$ cat config.mk
export PLATFORM = sky130hd
export DESIGN_NAME = light_stalk_ctrl_flat
export DESIGN_NICKNAME = d
export VERILOG_FILES = /design/src/rtl/light_stalk_ctrl_if.sv /design/src/rtl/light_stalk_ctrl.sv /design/src/flat_wrapper.sv
export SDC_FILE = /design/constraint.sdc
export NUM_CORES = 1
export LEC_CHECK = 0
export ABC_AREA = 1
export CORE_ASPECT_RATIO = 1.2
export CORE_UTILIZATION = 27
export CTS_CLUSTER_SIZE = 8
export DETAILED_ROUTE_END_ITERATION = 6
export PLACE_DENSITY = 0.47
export SLEW_MARGIN = 20
export SYNTH_ARGS = -nofsm -noshare
export SYNTH_HDL_FRONTEND = slang
export SYNTH_SLANG_ARGS = --single-unit
$ cat constraint.sdc
create_clock -name clk -period 1.7 [get_ports clk]
set_input_delay 0.255 -clock clk [delete_from_list [all_inputs] [get_ports clk]]
set_output_delay 0.255 -clock clk [all_outputs]
set_load 0.01 [all_outputs]
$ cat src/rtl/light_stalk_ctrl_if.sv
// Stalk-side signal bundle for light_stalk_ctrl.
// The driver side (master) supplies ignition and the raw buttons and
// observes the registered lamp levels. The controller side (slave) does
// the reverse.
interface light_stalk_ctrl_if;
  logic ignition;   // synchronous to clk
  logic btn_light;  // raw, asynchronous, active-high
  logic btn_beam;   // raw, asynchronous, active-high
  logic btn_flash;  // raw, asynchronous, active-high
  logic turn_li;    // 1 when headlights on (LOW or HIGH)
  logic turn_hili;  // 1 when high beam selected
  logic fast_hili;  // active-low passing-flash request

  modport master (
    output ignition, btn_light, btn_beam, btn_flash,
    input  turn_li, turn_hili, fast_hili
  );

  modport slave (
    input  ignition, btn_light, btn_beam, btn_flash,
    output turn_li, turn_hili, fast_hili
  );
endinterface

$ cat src/rtl/light_stalk_ctrl.sv
// Light stalk controller: synchronizes and debounces the three stalk
// buttons, runs the OFF/LOW/HIGH headlight FSM and generates the
// active-low passing-flash request with a minimum low time.
//
// Optional feature: define LIGHT_STALK_AUTO_OFF_EN for "follow-me-home".
// When defined, a falling ignition holds the current state for
// AUTO_OFF_CYCLES cycles before forcing OFF; when undefined, ignition low
// forces OFF on the next edge and no hold counter exists.
module light_stalk_ctrl #(
  parameter int DEB_CYCLES      = 16,  // stable cycles before a level flips (>=1)
  parameter int FLASH_MIN       = 8,   // minimum fast_hili low time (>=1)
  parameter int AUTO_OFF_CYCLES = 64   // follow-me-home hold time
) (
  input  logic              clk,
  input  logic              rst_n,
  light_stalk_ctrl_if.slave bus
);

  localparam int DW = $clog2(DEB_CYCLES + 1);
  localparam int FW = $clog2(FLASH_MIN + 1);
  localparam logic [DW-1:0] DEB_LAST  = DW'(DEB_CYCLES - 1);
  localparam logic [FW-1:0] FLASH_SAT = FW'(FLASH_MIN);

  // Bit positions of the buttons inside the packed button vectors.
  localparam int BTN_LIGHT = 0;
  localparam int BTN_BEAM  = 1;
  localparam int BTN_FLASH = 2;

  typedef enum logic [1:0] {
    ST_OFF  = 2'd0,
    ST_LOW  = 2'd1,
    ST_HIGH = 2'd2
  } state_t;

  logic [2:0] btn_raw;
  logic [2:0] press;        // one-cycle rising-edge pulses of debounced levels
  logic       flash_level;  // debounced flash button level

  assign btn_raw = {bus.btn_flash, bus.btn_beam, bus.btn_light};

  // ------------------------------------------------------------------
  // Per-button synchronizer, debouncer and press detector
  // ------------------------------------------------------------------
  genvar gi;
  generate
    for (gi = 0; gi < 3; gi++) begin : g_btn
      logic          sync1_reg;
      logic          sync2_reg;
      logic          level_reg;
      logic          prev_reg;
      logic [DW-1:0] cnt_reg;

      // Two-flop synchronizer for the asynchronous raw button.
      always_ff @(posedge clk or negedge rst_n) begin
        if (!rst_n) begin
          sync1_reg <= 1'b0;
          sync2_reg <= 1'b0;
        end else begin
          sync1_reg <= btn_raw[gi];
          sync2_reg <= sync1_reg;
        end
      end

      // Debounce: the level flips only after DEB_CYCLES consecutive
      // synchronized samples disagree with it; any agreeing sample
      // restarts the count, so short glitches are discarded.
      always_ff @(posedge clk or negedge rst_n) begin
        if (!rst_n) begin
          cnt_reg   <= '0;
          level_reg <= 1'b0;
          prev_reg  <= 1'b0;
        end else begin
          prev_reg <= level_reg;
          if (sync2_reg == level_reg) begin
            cnt_reg <= '0;
          end else if (cnt_reg == DEB_LAST) begin
            level_reg <= ~level_reg;
            cnt_reg   <= '0;
          end else begin
            cnt_reg <= cnt_reg + DW'(1);
          end
        end
      end

      // A press is the single cycle where the debounced level has just risen.
      assign press[gi] = level_reg & ~prev_reg;

      if (gi == BTN_FLASH) begin : g_flash_level
        assign flash_level = level_reg;
      end
    end
  endgenerate

  // ------------------------------------------------------------------
  // Headlight FSM
  // ------------------------------------------------------------------
  state_t state_reg;
  state_t state_next;
  state_t press_state;  // state after applying the press rules only
  logic   turn_li_reg;
  logic   turn_hili_reg;

  // Press rules: light toggles on/off and beats a simultaneous beam press;
  // beam toggles LOW/HIGH and does nothing while OFF.
  always_comb begin
    press_state = state_reg;
    if (press[BTN_LIGHT]) begin
      press_state = (state_reg == ST_OFF) ? ST_LOW : ST_OFF;
    end else if (press[BTN_BEAM]) begin
      case (state_reg)
        ST_LOW:  press_state = ST_HIGH;
        ST_HIGH: press_state = ST_LOW;
        default: press_state = state_reg;
      endcase
    end
  end

`ifdef LIGHT_STALK_AUTO_OFF_EN
  localparam int AW = $clog2(AUTO_OFF_CYCLES + 1);
  localparam logic [AW-1:0] AOFF_SAT = AW'(AUTO_OFF_CYCLES);

  logic [AW-1:0] aoff_cnt_reg;
  logic [AW-1:0] aoff_cnt_next;

  // Next state: with ignition low the state is held while the hold counter
  // runs, then forced OFF; the counter saturates so OFF stays put.
  always_comb begin
    state_next    = state_reg;
    aoff_cnt_next = aoff_cnt_reg;
    if (!bus.ignition) begin
      if (aoff_cnt_reg == AOFF_SAT) begin
        state_next = ST_OFF;
      end else begin
        aoff_cnt_next = aoff_cnt_reg + AW'(1);
      end
    end else begin
      aoff_cnt_next = '0;
      state_next    = press_state;
    end
  end

  // Follow-me-home hold counter.
  always_ff @(posedge clk or negedge rst_n) begin
    if (!rst_n) begin
      aoff_cnt_reg <= '0;
    end else begin
      aoff_cnt_reg <= aoff_cnt_next;
    end
  end
`else
  // Next state: ignition low forces OFF and masks all presses.
  always_comb begin
    state_next = state_reg;
    if (!bus.ignition) begin
      state_next = ST_OFF;
    end else begin
      state_next = press_state;
    end
  end
`endif

  // State register plus registered decodes of the next state, so the
  // lamp outputs change on the same edge as the state.
  always_ff @(posedge clk or negedge rst_n) begin
    if (!rst_n) begin
      state_reg     <= ST_OFF;
      turn_li_reg   <= 1'b0;
      turn_hili_reg <= 1'b0;
    end else begin
      state_reg     <= state_next;
      turn_li_reg   <= (state_next != ST_OFF);
      turn_hili_reg <= (state_next == ST_HIGH);
    end
  end

  // ------------------------------------------------------------------
  // Passing flash
  // ------------------------------------------------------------------
  logic          fast_reg;
  logic          fast_next;
  logic [FW-1:0] flash_cnt_reg;   // cycles spent low, saturating at FLASH_MIN
  logic [FW-1:0] flash_cnt_next;

  // Flash next state: a press while high pulls low and starts the window;
  // while low, stay low until the window has elapsed and the debounced
  // button is released. Presses while low never restart the window.
  always_comb begin
    fast_next      = fast_reg;
    flash_cnt_next = flash_cnt_reg;
    if (fast_reg) begin
      if (press[BTN_FLASH]) begin
        fast_next      = 1'b0;
        flash_cnt_next = FW'(1);
      end
    end else if (flash_cnt_reg < FLASH_SAT) begin
      flash_cnt_next = flash_cnt_reg + FW'(1);
    end else if (!flash_level) begin
      fast_next      = 1'b1;
      flash_cnt_next = '0;
    end
  end

  // Flash output register and window counter.
  always_ff @(posedge clk or negedge rst_n) begin
    if (!rst_n) begin
      fast_reg      <= 1'b1;
      flash_cnt_reg <= '0;
    end else begin
      fast_reg      <= fast_next;
      flash_cnt_reg <= flash_cnt_next;
    end
  end

  assign bus.turn_li   = turn_li_reg;
  assign bus.turn_hili = turn_hili_reg;
  assign bus.fast_hili = fast_reg;

endmodule
$ cat src/flat_wrapper.sv
// flat-port wrapper written by rule: the top's interface ports become plain ports
module light_stalk_ctrl_flat 
#(
  parameter int DEB_CYCLES      = 16,                                             
  parameter int FLASH_MIN       = 8,                                      
  parameter int AUTO_OFF_CYCLES = 64                              
)
  (clk, rst_n, bus_ignition, bus_btn_light, bus_btn_beam, bus_btn_flash, bus_turn_li, bus_turn_hili, bus_fast_hili);
  light_stalk_ctrl_if bus_i ();
  input  logic clk;
  input  logic rst_n;
  input wire logic [$bits(bus_i.ignition)-1:0] bus_ignition;
  input wire logic [$bits(bus_i.btn_light)-1:0] bus_btn_light;
  input wire logic [$bits(bus_i.btn_beam)-1:0] bus_btn_beam;
  input wire logic [$bits(bus_i.btn_flash)-1:0] bus_btn_flash;
  output wire logic [$bits(bus_i.turn_li)-1:0] bus_turn_li;
  output wire logic [$bits(bus_i.turn_hili)-1:0] bus_turn_hili;
  output wire logic [$bits(bus_i.fast_hili)-1:0] bus_fast_hili;
  assign bus_i.ignition = bus_ignition;
  assign bus_i.btn_light = bus_btn_light;
  assign bus_i.btn_beam = bus_btn_beam;
  assign bus_i.btn_flash = bus_btn_flash;
  assign bus_turn_li = bus_i.turn_li;
  assign bus_turn_hili = bus_i.turn_hili;
  assign bus_fast_hili = bus_i.fast_hili;
  light_stalk_ctrl #(.DEB_CYCLES(DEB_CYCLES), .FLASH_MIN(FLASH_MIN), .AUTO_OFF_CYCLES(AUTO_OFF_CYCLES)) u_core (.clk(clk), .rst_n(rst_n), .bus(bus_i));
endmodule
==> flow_summary.json, run 1 <==
{
  "grt.total_usage": 0.103,
  "top_layer": "met4",
  "seqPwrFrac": 0.526,
  "die-area_um2": 5550,
  "clk_latency_ns": 0.28,
  "fin_crit_ns": 1.59,
  "cts_sinks": 36,
  "layout_setup_ws_ns": 0.106,
  "yosys_warnings": 0,
  "max_freq_ghz": 0.627,
  "wl_met1_um": 983,
  "ys_types": 17,
  "diodes": 0,
  "period_share": 0.938,
  "synth_top_area_cell": "dfrtp_1",
  "synth-seq-cells": 36,
  "grt_setup_unrepaired": "no",
  "areaGrowthSynthToFinish_pct": 19.0,
  "swShare": 0.213,
  "vias": 945,
  "slew-limit-headroom": 0.702,
  "worst_pin_slew_ns": 0.447,
  "outcome": "finished clean",
  "grt_overflow": 0,
  "slowest_delay_ns": 0.54,
  "root_buffer": "clkbuf_8",
  "regArea_um2": 902,
  "ctsHoldBuffers": 0,
  "cts.repair.resized": 0,
  "avgSynthCellArea_um2": 10.1,
  "cp_cell_sequence": "clkdlybuf4s50_1",
  "cp-end-kind": "output port",
  "gp_congestion": 0.821,
  "start_util": 0.283,
  "antenna_found_initial": 0,
  "drc": 0,
  "maxCapViolations": 0,
  "multi_input_area_um2": 457,
  "grt_pass1_wl_um": 4170,
  "cts_max_level": 2,
  "ys.flop_type": "dfrtp_1",
  "finalHoldViolCount": 0,
  "clk_pin_slew_ns": 0.07,
  "post-route-util": 0.337,
  "postCtsSetupBuffers": 0,
  "hpwl_um": 1580,
  "wire_per_inst_um": 10.2,
  "grt_start_max_net_pins": 37,
  "p_leak_nw": 0.818,
  "route.antenna.remaining_nets": 0,
  "yosys-top-cells-area": "dfrtp_1, nand2_1, nor2_1, nand3_1, inv_1",
  "numCtsBuffers": 5,
  "largest_register_ffs": 15,
  "grt_pass1_vias": 986,
  "drt-pass1-iter-count": 4,
  "dr_wl_met2_um": 1100,
  "synth_nets": 150,
  "nNetsFinal": 166,
  "cp-start-kind": "flip-flop",
  "setup_viol": 0,
  "portBuffers": 8,
  "cp.required_ns": 1.44,
  "synth_most_common_cell": "dfrtp_1",
  "syn-cell-area_um2": 1420,
  "clockPowerShare": 0.414,
  "cts_tree": "yes",
  "critPathKind": "flip-flop to output port",
  "cp_slowest_cell": "dfstp_2",
  "synthDominantCellAreaShare": 0.617,
  "yosys-top-cells-count": "dfrtp_1, nand2_1, nor2_1",
  "peakVddDrop_mv": 0.313,
  "syn-instance-count": 140,
  "pre_cts_slack_ns": 0.405,
  "finClkSkew_ns": 0.00541,
  "power_density_nw_per_um2": 1030,
  "hp-class": "flip-flop to flip-flop",
  "arrival_ns": 1.34,
  "switchingPower_uw": 372,
  "ios": 9,
  "avgViaCountPerCell": 4.35,
  "rows": 28,
  "met3_length_um": 106,
  "crit_fanout": 3,
  "synth_edf_count": 0,
  "drt_wl_total_um": 2210,
  "drt_iter0_drc": 19,
  "drive_gt1_frac": 0.0637,
  "fp.dieH_um": 81.4,
  "drv_slew": 0,
  "cts_buffer_depth": 2,
  "coreArea_um2": 5010,
  "seq_area_frac_synth": 0.636,
  "r2r_setup_slack_ns": 0.52,
  "tns_ns": 0,
  "async_flop_share": 1.00,
  "critical_path.top_delay_family": "flip-flops",
  "combPwrFrac": 0.060,
  "fillCellCount": 515,
  "path_buf_inv": 1,
  "fp.dieW_um": 68.2,
  "p_int_mw": 1.37
}
-- layout make-up --
type	instances	share of cell area
clock buffer	6	0.0430
inverter	16	0.0356
tap	60	0.0444
multi-input combinational	88	0.270
clock inverter	2	0.0207
sequential	36	0.534
timing repair buffer	9	0.0519
-- kinds of logic (layout without fill, tap and decap cells) --
logic type               Yosys count  after routing  share of synthesized area
AND/OR/NAND/NOR                   70             70                      0.216
flip-flops                        36             36                      0.636
buffers and inverters             16             33                     0.0423
AO/OA/AOI/OAI                      7              7                     0.0273
XOR/XNOR                           7              7                     0.0432
adder cells (fa/ha/maj)            4              4                     0.0353
-- layer usage --
metal  vias up  track usage
met4         0       0.0500
met5         -            0
met2        18        0.170
li1        471            -
met3         2       0.0417
met1       454        0.114
-- stage by stage --
step / hold slack (ns) / instances / total power, mW / instance area [um2]
after detailed placement: 0.340 / 209 / 1.04 / 1580
after CTS: 0.358 / 217 / 1.77 / 1690
after floorplan: -0.0406 / 140 / 0.990 / 1420
final: 0.358 / 217 / 1.75 / 1690
after global routing: 0.372 / 217 / 1.84 / 1690
after global placement: 0.338 / 209 / 1.03 / 1580
-- placed cells by master (no fill, tap or decap), types with 3 or more instances in the layout --
master and instances:
dfrtp_1 35, nand2_1 24, nor2_1 23, inv_1 16
nand3_1 12, clkdlybuf4s50_1 8, a21oi_1 5, clkbuf_8 5
xor2_1 4, ha_1 4, xnor2_1 3, nand2b_1 3
nor3b_1 3, nor3_1 3
-- path summary, 6_finish.rpt --
check | startpoint | end | cells past startpoint
min | u_core.g_btn[1].sync1_reg | u_core.g_btn[1].sync2_reg | 0
max | u_core.bus.fast_hili | bus_fast_hili | 1
min reg2reg | u_core.g_btn[1].sync1_reg | u_core.g_btn[1].sync2_reg | 0
min in group asynchronous | rst_n | u_core.g_btn[1].level_reg | 2
max reg2reg | u_core.g_btn[1].cnt_reg[0] | u_core.g_btn[1].cnt_reg[3] | 6
max in group asynchronous | rst_n | u_core.bus.fast_hili | 2
-- power groups by stage --
stage	clock network (mW)	registers [mW]	logic [mW]
finish	0.724	0.918	0.105
global placement	0	0.933	0.102
global route	0.788	0.923	0.129
CTS	0.749	0.918	0.108
floorplan	0	0.930	0.0605
detailed placement	0	0.935	0.108
No activity file was read; power rests on OpenSTA's default activity.
==> inputs of run 2 (changes only) <==
--- a/config.mk
+++ b/config.mk
@@ -7,6 +7,7 @@
 export LEC_CHECK = 0
 export ABC_AREA = 1
 export CORE_ASPECT_RATIO = 1.2
+export CORE_MARGIN = 5
 export CORE_UTILIZATION = 27
 export CTS_CLUSTER_SIZE = 8
 export DETAILED_ROUTE_END_ITERATION = 6
==> flow_summary.json, run 2 (synthesis gave the netlist of run 1 again) <==
{
  "outcome": "finished clean",
  "grt.total_usage": 0.0772,
  "final_cell_mix": "dfrtp_1, nand2_1, nor2_1",
  "layout.cells.non_filler": 219,
  "ctsHoldBuffers": 0,
  "cts_buffer_depth": 2,
  "finClkSkew_ns": 0.00499,
  "slowest_delay_ns": 0.54,
  "grt_pass1_vias": 979,
  "critPathKind": "flip-flop to output port",
  "numCtsBuffers": 5,
  "drt_iter0_drc": 65,
  "use_met2": 0.131,
  "drv_slew": 0,
  "r2r_cells": 6,
  "start_util": 0.273,
  "crit_cells": 1,
  "drt_wl_total_um": 2270,
  "hpwl_um": 1620,
  "peakVddDrop_mv": 0.328,
  "drive_gt1_frac": 0.0701,
  "rows": 29,
  "arrival_ns": 1.36,
  "cp-end-kind": "output port",
  "diodes": 0,
  "avgViaCountPerCell": 4.30,
  "cp_cell_sequence": "clkdlybuf4s50_1",
  "cts_sinks": 36,
  "tns_ns": 0,
  "power_density_nw_per_um2": 1070,
  "drt-pass1-iter-count": 3,
  "grt_start_max_net_pins": 37,
  "busiest_layer": "met2",
  "fin_crit_ns": 1.61,
  "antenna_found_initial": 0,
  "grt_pass1_wl_um": 4200,
  "cts_tree": "yes",
  "fp.dieH_um": 89.4,
  "largest_register_ffs": 15,
  "ios": 9,
  "cts.repair.resized": 0,
  "vias": 942,
  "clk_pin_slew_ns": 0.07,
  "cts_max_level": 2,
  "grt_overflow": 0,
  "cp-start-kind": "flip-flop",
  "setup_viol": 0,
  "period_share": 0.948,
  "max_freq_ghz": 0.620,
  "final_common_cell": "dfrtp_1",
  "critical_path.top_delay_family": "flip-flops",
  "gp_congestion": 0.702,
  "cp_slowest_cell": "dfstp_2",
  "postCtsSetupBuffers": 0,
  "areaGrowthSynthToFinish_pct": 21.4,
  "place_inst": 211,
  "met3_usage": 0.0192,
  "route.antenna.remaining_nets": 0,
  "met1_usage": 0.0834,
  "maxCapViolations": 0,
  "drc": 0,
  "slew-limit-headroom": 0.780,
  "wire_per_inst_um": 10.4,
  "coreArea_um2": 5190,
  "hp-class": "input port to async pin",
  "crit_path_end": "bus_fast_hili",
  "root_buffer": "clkbuf_8",
  "path_buf_inv": 1,
  "nNetsFinal": 166,
  "crit_fanout": 3,
  "fp.dieW_um": 76.2,
  "clk_latency_ns": 0.28,
  "portBuffers": 8,
  "r2r_start": "u_core.g_btn[0].cnt_reg[0]",
  "p_leak_nw": 0.832,
  "worst_pin_slew_ns": 0.327,
  "timing.critical_path.from": "u_core.bus.fast_hili",
  "finalHoldViolCount": 0,
  "r2r-end": "u_core.g_btn[0].cnt_reg[3]",
  "r2r_setup_slack_ns": 0.51,
  "grt_setup_unrepaired": "no",
  "die-area_um2": 6810,
  "cp.required_ns": 1.44
}
-- run 2: per-layer routing --
| layer | vias to the layer above | wire, um |
|---|---|---|
| li1 | 472 | - |
| met3 | 7 | 64 |
| met2 | 12 | 1120 |
| met4 | 0 | 86 |
| met1 | 451 | 998 |
| met5 | - | 0 |
-- run 2: through the flow --
step                      setup WS (ns)  total power, mW  hold slack [ns]  cell area [um2]  utilization
final                            0.0879             1.83            0.345             1720        0.332
after detailed placement          0.390             1.05            0.337             1600        0.308
after global placement            0.395             1.04            0.332             1600        0.308
after global routing             0.0558             1.92            0.351             1720        0.332
after floorplan                   0.662            0.990          -0.0406             1420            -
after CTS                        0.0705             1.87            0.344             1720        0.332
-- run 2: how the worst min path moves through the flow --
stage                              start                         end  slack (ns)  cells past startpoint
3_5_place_dp   u_core.g_btn[1].sync1_reg   u_core.g_btn[1].sync2_reg        0.34                      0
3_3_place_gp   u_core.g_btn[2].sync1_reg   u_core.g_btn[2].sync2_reg        0.33                      0
4_1_cts                            rst_n  u_core.g_btn[0].cnt_reg[3]        0.34                      2
6_report                           rst_n         u_core.state_reg[1]        0.35                      2
2_1_floorplan                      rst_n        u_core.bus.turn_hili       -0.04                      0
5_1_grt                            rst_n  u_core.g_btn[0].cnt_reg[1]        0.35                      2
-- run 2: cell type report --
cell class              count  area [um2]
fillers                   536        3470
flip-flops and latches     36         902
multi-input cells          88         457
repair buffers              9         100
clock buffers               7        96.3
well taps                  62        77.6
inverters                  16        60.1
clock inverters             1        30.0
-- run 2: where the power goes --
part | internal, mW | leakage [nW] | switching, mW
Combinational | 0.0484 | 0.290 | 0.0593
Clock | 0.517 | 0.0645 | 0.291
Sequential | 0.894 | 0.477 | 0.0250
